[config.mk]
export PLATFORM = sky130hd
export DESIGN_NAME = ysq_squarer_core
export DESIGN_NICKNAME = d
export VERILOG_FILES = /design/src/rtl/ysq_pkg.sv /design/src/rtl/ysq_squarer_core.sv
export SDC_FILE = /design/constraint.sdc
export NUM_CORES = 1
export LEC_CHECK = 0
export CAP_MARGIN = 20
export CORE_ASPECT_RATIO = 0.7
export CORE_MARGIN = 2
export CORE_UTILIZATION = 36
export DETAILED_ROUTE_END_ITERATION = 8
export MAX_ROUTING_LAYER = met4
export PLACE_DENSITY_LB_ADDON = 0.12
export SLEW_MARGIN = 20
export SYNTH_ARGS = -nofsm -noshare
export SYNTH_HDL_FRONTEND = slang
export SYNTH_SLANG_ARGS = --single-unit
[constraint.sdc]
create_clock -name clk -period 2.7 [get_ports clk]
set_clock_uncertainty 0.15 [all_clocks]
set_input_delay 0.81 -clock clk [delete_from_list [all_inputs] [get_ports clk]]
set_output_delay 0.81 -clock clk [all_outputs]
set_load 0.1 [all_outputs]
[src/rtl/ysq_pkg.sv]
// rtl/ysq_pkg.sv - shared types and constants for the shift-add squarer
package ysq_pkg;

    typedef enum logic [1:0] {
        IDLE = 2'd0,
        CALC = 2'd1,
        DONE = 2'd2
    } ysq_state_t;

    localparam int YSQ_W = 8;
    localparam int YSQ_CNT_W = $clog2(YSQ_W);

    // Eight guard bits let the running sum of squares absorb many results before wrapping.
    function automatic int acc_w(input int w);
        return 2 * w + 8;
    endfunction

endpackage

[src/rtl/ysq_squarer_core.sv]
// rtl/ysq_squarer_core.sv - sequential shift-add squarer, optional YSQ_ACCUM_EN sum-of-squares accumulator
module ysq_squarer_core
    import ysq_pkg::*;
#(
    parameter int W = YSQ_W
) (
    input  logic                  clk,
    input  logic                  rst,
    input  logic                  in_valid,
    output logic                  in_ready,
    input  logic [W-1:0]          in_y,
    output logic                  out_valid,
    input  logic                  out_ready,
    output logic [2*W-1:0]        out_sq,
    output logic                  busy,
    output logic [acc_w(W)-1:0]   out_acc
);

    localparam int AW = acc_w(W);
    localparam int CW = (W > 1) ? $clog2(W) : 1;

    ysq_state_t        state_q;
    ysq_state_t        state_d;
    logic [2*W-1:0]    mcand;
    logic [W-1:0]      mult;
    logic [2*W-1:0]    prod;
    logic [CW-1:0]     cnt;

    always_ff @(posedge clk) begin
        if (rst) begin
            state_q <= IDLE;
        end else begin
            state_q <= state_d;
        end
    end

    always_comb begin
        state_d   = state_q;
        in_ready  = 1'b0;
        out_valid = 1'b0;
        busy      = 1'b0;
        case (state_q)
            IDLE: begin
                in_ready = 1'b1;
                if (in_valid) begin
                    state_d = CALC;
                end
            end
            CALC: begin
                busy = 1'b1;
                if (cnt == CW'(W - 1)) begin
                    state_d = DONE;
                end
            end
            DONE: begin
                busy      = 1'b1;
                out_valid = 1'b1;
                if (out_ready) begin
                    state_d = IDLE;
                end
            end
            default: state_d = IDLE;
        endcase
    end

    // One multiplier bit per CALC cycle; the fixed W-cycle run keeps latency data-independent.
    always_ff @(posedge clk) begin
        if (rst) begin
            mcand <= '0;
            mult  <= '0;
            prod  <= '0;
            cnt   <= '0;
        end else begin
            case (state_q)
                IDLE: begin
                    if (in_valid) begin
                        mcand <= {{W{1'b0}}, in_y};
                        mult  <= in_y;
                        prod  <= '0;
                        cnt   <= '0;
                    end
                end
                CALC: begin
                    if (mult[0]) begin
                        prod <= prod + mcand;
                    end
                    mcand <= mcand << 1;
                    mult  <= mult >> 1;
                    cnt   <= cnt + 1'b1;
                end
                default: ;
            endcase
        end
    end

    assign out_sq = prod;

`ifdef YSQ_ACCUM_EN
    logic [AW-1:0] acc_q;

    always_ff @(posedge clk) begin
        if (rst) begin
            acc_q <= '0;
        end else if (state_q == DONE && out_ready) begin
            acc_q <= acc_q + AW'(prod);
        end
    end

    assign out_acc = acc_q;
`else
    assign out_acc = '0;
`endif

endmodule

# Word-level counts from Yosys, hierarchy flattened
# Cells that the tools add are included.
# totals
register_bits,45
in_bits,12
word_cells,36
# op_classes
addsub,2
eq_ne,7
muxes,16
n_reduce_logical,6
# ops
op,count
one-hot mux 16 bit (2 select lines),2
two-way mux 16 bit,3
adder 16 bit,1
one-hot mux 8 bit (2 select lines),1
two-way mux 8 bit,1
inequality test 2 bit (second input constant),4
two-way mux 2 bit,3
one-hot mux 2 bit (3 select lines),1
one-hot mux 3 bit (2 select lines),1
AND reduction 3 bit,2
adder 3 x 1 -> 3 bit (second input constant),1
equality test 3 bit (second input constant),1
two-way mux 1 bit,3
two-way mux 3 bit,1
equality test 2 x 1 -> 1 bit (second input constant),1
equality test 2 bit (second input constant),1
zero test 2 bit,1
AND reduction 2 bit,1
nonzero test 2 bit,1
OR reduction 2 bit,1

# Longest topological paths before layout
# Gate-level depths: netlist of the first run.
# depth
depth_word,3
depth_mapped,9
mapped_depth_nobuf,8

# Worst setup path before layout of the first run
# Ideal clock, no wire load.
# synth_path
path_kind,register to register
start,"register prod[0], in the netlist out_sq[0]"
end,"register prod[14], in the netlist out_sq[14]"
arrival_ps,2651
t_required_ps,2422
setup_slack_ps,-229
path_stages_with_launch,9
path_cell_list,dfxtp_1 > ha_1 > inv_1 > fa_1 > and2b_1 > o2111ai_2 > a211oi_1 > or4b_1 > nand4_1
# synth_via
elab_chain_cells,3
# synth_lines
element,line_no,source
from (decl),ysq_squarer_core.sv:26,logic [2*W-1:0] prod;
from (signal assigned),ysq_squarer_core.sv:85,prod <= prod + mcand;
adder 16 bit,ysq_squarer_core.sv:85,
two-way mux 16 bit,ysq_squarer_core.sv:84,if (mult[0]) begin
one-hot mux 16 bit (2 select lines),ysq_squarer_core.sv:74,case (state_q)
# Every way passes these cells. The select of a mux whose other input is x is not followed.
# A chain may end at the register's enable or synchronous reset.

# Worst setup path in the final report of the first run
# layout_path
start,input port in_valid
end,register mcand[11]
# layout_via
elab_chain_cells,2
# layout_lines
element,line_no,source
from (decl),ysq_squarer_core.sv:9,"input logic in_valid,"
inequality test 2 bit (no line),-,
AND reduction 2 bit (no line),-,
to (signal assigned),ysq_squarer_core.sv:77,"mcand <= {{W{1'b0}}, in_y};"
to (signal assigned),ysq_squarer_core.sv:87,mcand <= mcand << 1;
to (decl),ysq_squarer_core.sv:24,logic [2*W-1:0] mcand;
# Every way passes these cells.

==> impl_metrics.tcl, run 1 <==
set metrics [dict create \
    crit_fanout 10 \
    coreArea_um2 7385 \
    total_power_mw 1.854 \
    start_util 0.3770 \
    ir_drop_uv 349.4 \
    synth_edf_count 0 \
    cpLargestDelayFamily "simple AND/OR/NAND/NOR gates" \
    dieArea_um2 8464 \
    worst_hold_path_type "flop to flop" \
    start_kind "primary input" \
    htreeDepth 2 \
    cts_inserted_buffers 5 \
    drt_iter0_drc 102 \
    hold_viol_final 0 \
    first_global_vias 2139 \
    firstDrtPassIters 4 \
    max_freq_mhz 398.8 \
    slew_violations 0 \
    rsz0062_at_grt "false" \
    crit_type "primary input to flop" \
    drive_above_1_share 0.1585 \
    synth-seq-cells 45 \
    detail-route-antenna-nets 0 \
    synth_area_leaders "dfxtp_1 (32%), ha_1 (9.0%), buf_4 (6.7%)" \
    reg2reg_from "mcand[0]$_SDFFE_PP0P_" \
    synthTopCellsByCount "dfxtp_1 (45), nor2_1 (34), a21oi_1 (29), buf_4 (25), ha_1 (20)" \
    period_minus_slack_ns 2.508 \
    mappedNetlistArea_um2 2784 \
    gp_congestion 0.8916 \
    yosysMostFrequentCell "dfxtp_1" \
    synth.avg_cell_area_um2 8.462 \
    p_per_area_nw_per_um2 567.4 \
    worstHoldStart "mult[7]$_SDFFE_PP0P_" \
    regArea_um2 907.1 \
    viasPerCell 5.226 \
    wl_mm 6.766 \
    area_growth_syn_to_layout_pct 17.35 \
    fp.dieW_um 109.1 \
    path_cells "clkdlybuf4s50_1 -> and2b_1 -> buf_4 -> nor2_1 -> a22oi_1 -> nor2_1" \
    post-cts-setup-buffers 0 \
    synth_top_area_share 0.3236 \
    status "completed" \
    hpwl_mm 5.164 \
    worstPathRequired_ns 2.80 \
    crit_path_start "in_valid" \
    clock_sinks 45 \
    die_y_um 77.58 \
    grt_max_degree 23 \
    drc_errors 0 \
    tritoncts "yes" \
    portBuffers 30 \
    hold_buffers 0 \
    synth_warnings 0 \
    synthDistinctLibCells 60 \
    fillers 732 \
    path_clk_slew_ns 0.10 \
    ios 55 \
    arrival_ns 2.61 \
    worst_slew_pin_slew_ns 0.6498 \
    ctsResizeCount 0 \
    synth_cells 329 \
    row_count 26 \
    grt_use_total 0.1681 \
    p_leak_nw 1.374 \
    slowest_delay_ns 0.58 \
    cpMostUsedCell "nor2_1" \
    diodes 0 \
    yosysSeqAreaShare 0.3236 \
    slew_headroom 0.5652 \
    multiInputGateArea_um2 1685 \
    clockBufferDepth 2 \
    antenna_found_initial 0 \
    cp_slowest_cell "clkdlybuf4s50_1" \
    wl_per_cell_um 14.58 \
    cap_violations 0 \
    clk_latency_ns 0.30 \
    setup_viol 0 \
    synth_top_cell_by_area "dfxtp_1" \
    grt_pass1_wl_mm 10.87 \
    fin_util 0.4424 \
    worst-path-buf-inv 2 \
    via_count 2425 \
    synth_flop_cell "dfxtp_1" \
    endpoint_kind "flop" \
    async_reset_ff_frac 0 \
    fin_nets 398 \
    grt-ovfl-total 0 \
    clockRootBuffer "clkbuf_8" \
    fin_crit_sh 0.9288 \
]
## through the flow
step                hold WS (ns)  instances  worst slack [ns]  setup TNS [ns]  area [µm²]
finish                    0.3116        464            0.1922               0        3267
global route              0.3373        464           0.09626               0        3267
CTS                       0.3134        464            0.2036               0        3267
detailed placement        0.3008        456           -0.1265          -1.152        3152
global placement          0.3027        456          -0.04160         -0.3720        3152
floorplan                 0.2867        352         0.0003491               0        2877
## flip-flops by register name, summed over array words and instances, names as in the netlist
name     flops
cnt          3
state_q      2
mcand       16
mult         8
out_sq      16
## cells in the final DEF (no fill, tap or decap), types with 3 or more instances in the layout
master / netlist / routed
a22oi_1: 15 / 15
dfxtp_1: 45 / 40
conb_1: 1 / 24
o21ai_0: 13 / 13
o2111ai_1: 3 / 3
buf_12: 0 / 3
inv_1: 12 / 12
nand3b_1: 3 / 3
or3_1: 8 / 8
xnor2_1: 4 / 4
nand2_1: 18 / 18
a211oi_1: 19 / 19
clkbuf_8: 0 / 5
a21oi_1: 29 / 29
and3_1: 3 / 3
clkdlybuf4s50_1: 0 / 11
buf_4: 25 / 29
nor2b_1: 6 / 6
a21o_1: 4 / 4
nand3_1: 6 / 6
nor2_1: 34 / 34
ha_1: 20 / 20
dfxtp_2: 0 / 5
## worst reg2reg max path: stages, from the launching register on
cell and delay [ns]:
dfxtp_1 0.36, ha_1 0.23, inv_1 0.07, fa_1 0.22, and2b_1 0.22, o2111ai_2 0.22
a211oi_1 0.10, buf_4 0.17, or4b_1 0.52, nand4_1 0.10
## cell type report
class / count / share of cell area
multi-input combinational: 257 / 0.5159
sequential: 45 / 0.2777
timing repair buffer: 43 / 0.1187
tap: 98 / 0.03753
clock buffer: 5 / 0.02106
inverter: 13 / 0.01494
clock inverter: 3 / 0.01417
## metal layers
metal | GRT usage | wire length, µm | vias up
met4 | 0.03846 | 47 | 0
met3 | 0.03109 | 473 | 4
li1 | - | - | 1239
met5 | - | 0 | -
met1 | 0.2614 | 3616 | 1121
met2 | 0.2193 | 2629 | 61
## report_power, final
group / internal [mW] / switching (mW)
Combinational: 0.159 / 0.417
Sequential: 0.708 / 0.0380
Clock: 0.277 / 0.254
## cell families after synthesis
kind of cell	count (synthesis)	share of synthesized area
buffers and inverters	50	0.1020
flip-flops	45	0.3236
adder cells (fa/ha/maj)	21	0.09708
other	1	0.001347
AND/OR/NAND/NOR	94	0.1753
AO/OA/AOI/OAI	109	0.2706
multiplexers	3	0.01124
XOR/XNOR	6	0.01888
## path summary, 6_finish.rpt
path                                  end  slack (ns)  cells after the start
setup reg to reg  out_sq[14]$_SDFFE_PP0P_        0.27                      9
setup / recovery   mcand[11]$_SDFFE_PP0P_        0.19                      6
hold reg to reg      mult[7]$_SDFFE_PP0P_        0.31                      2
hold / removal       mult[7]$_SDFFE_PP0P_        0.31                      2
Note: power is estimated with default switching activity, not from simulation.
==> inputs of run 2 (changes only) <==
Settings changed: ABC_CLOCK_PERIOD_IN_PS from default to 2700.
==> results of run 2 <==
Same layout as run 1: the final DEF is identical, and so are final timing and power.
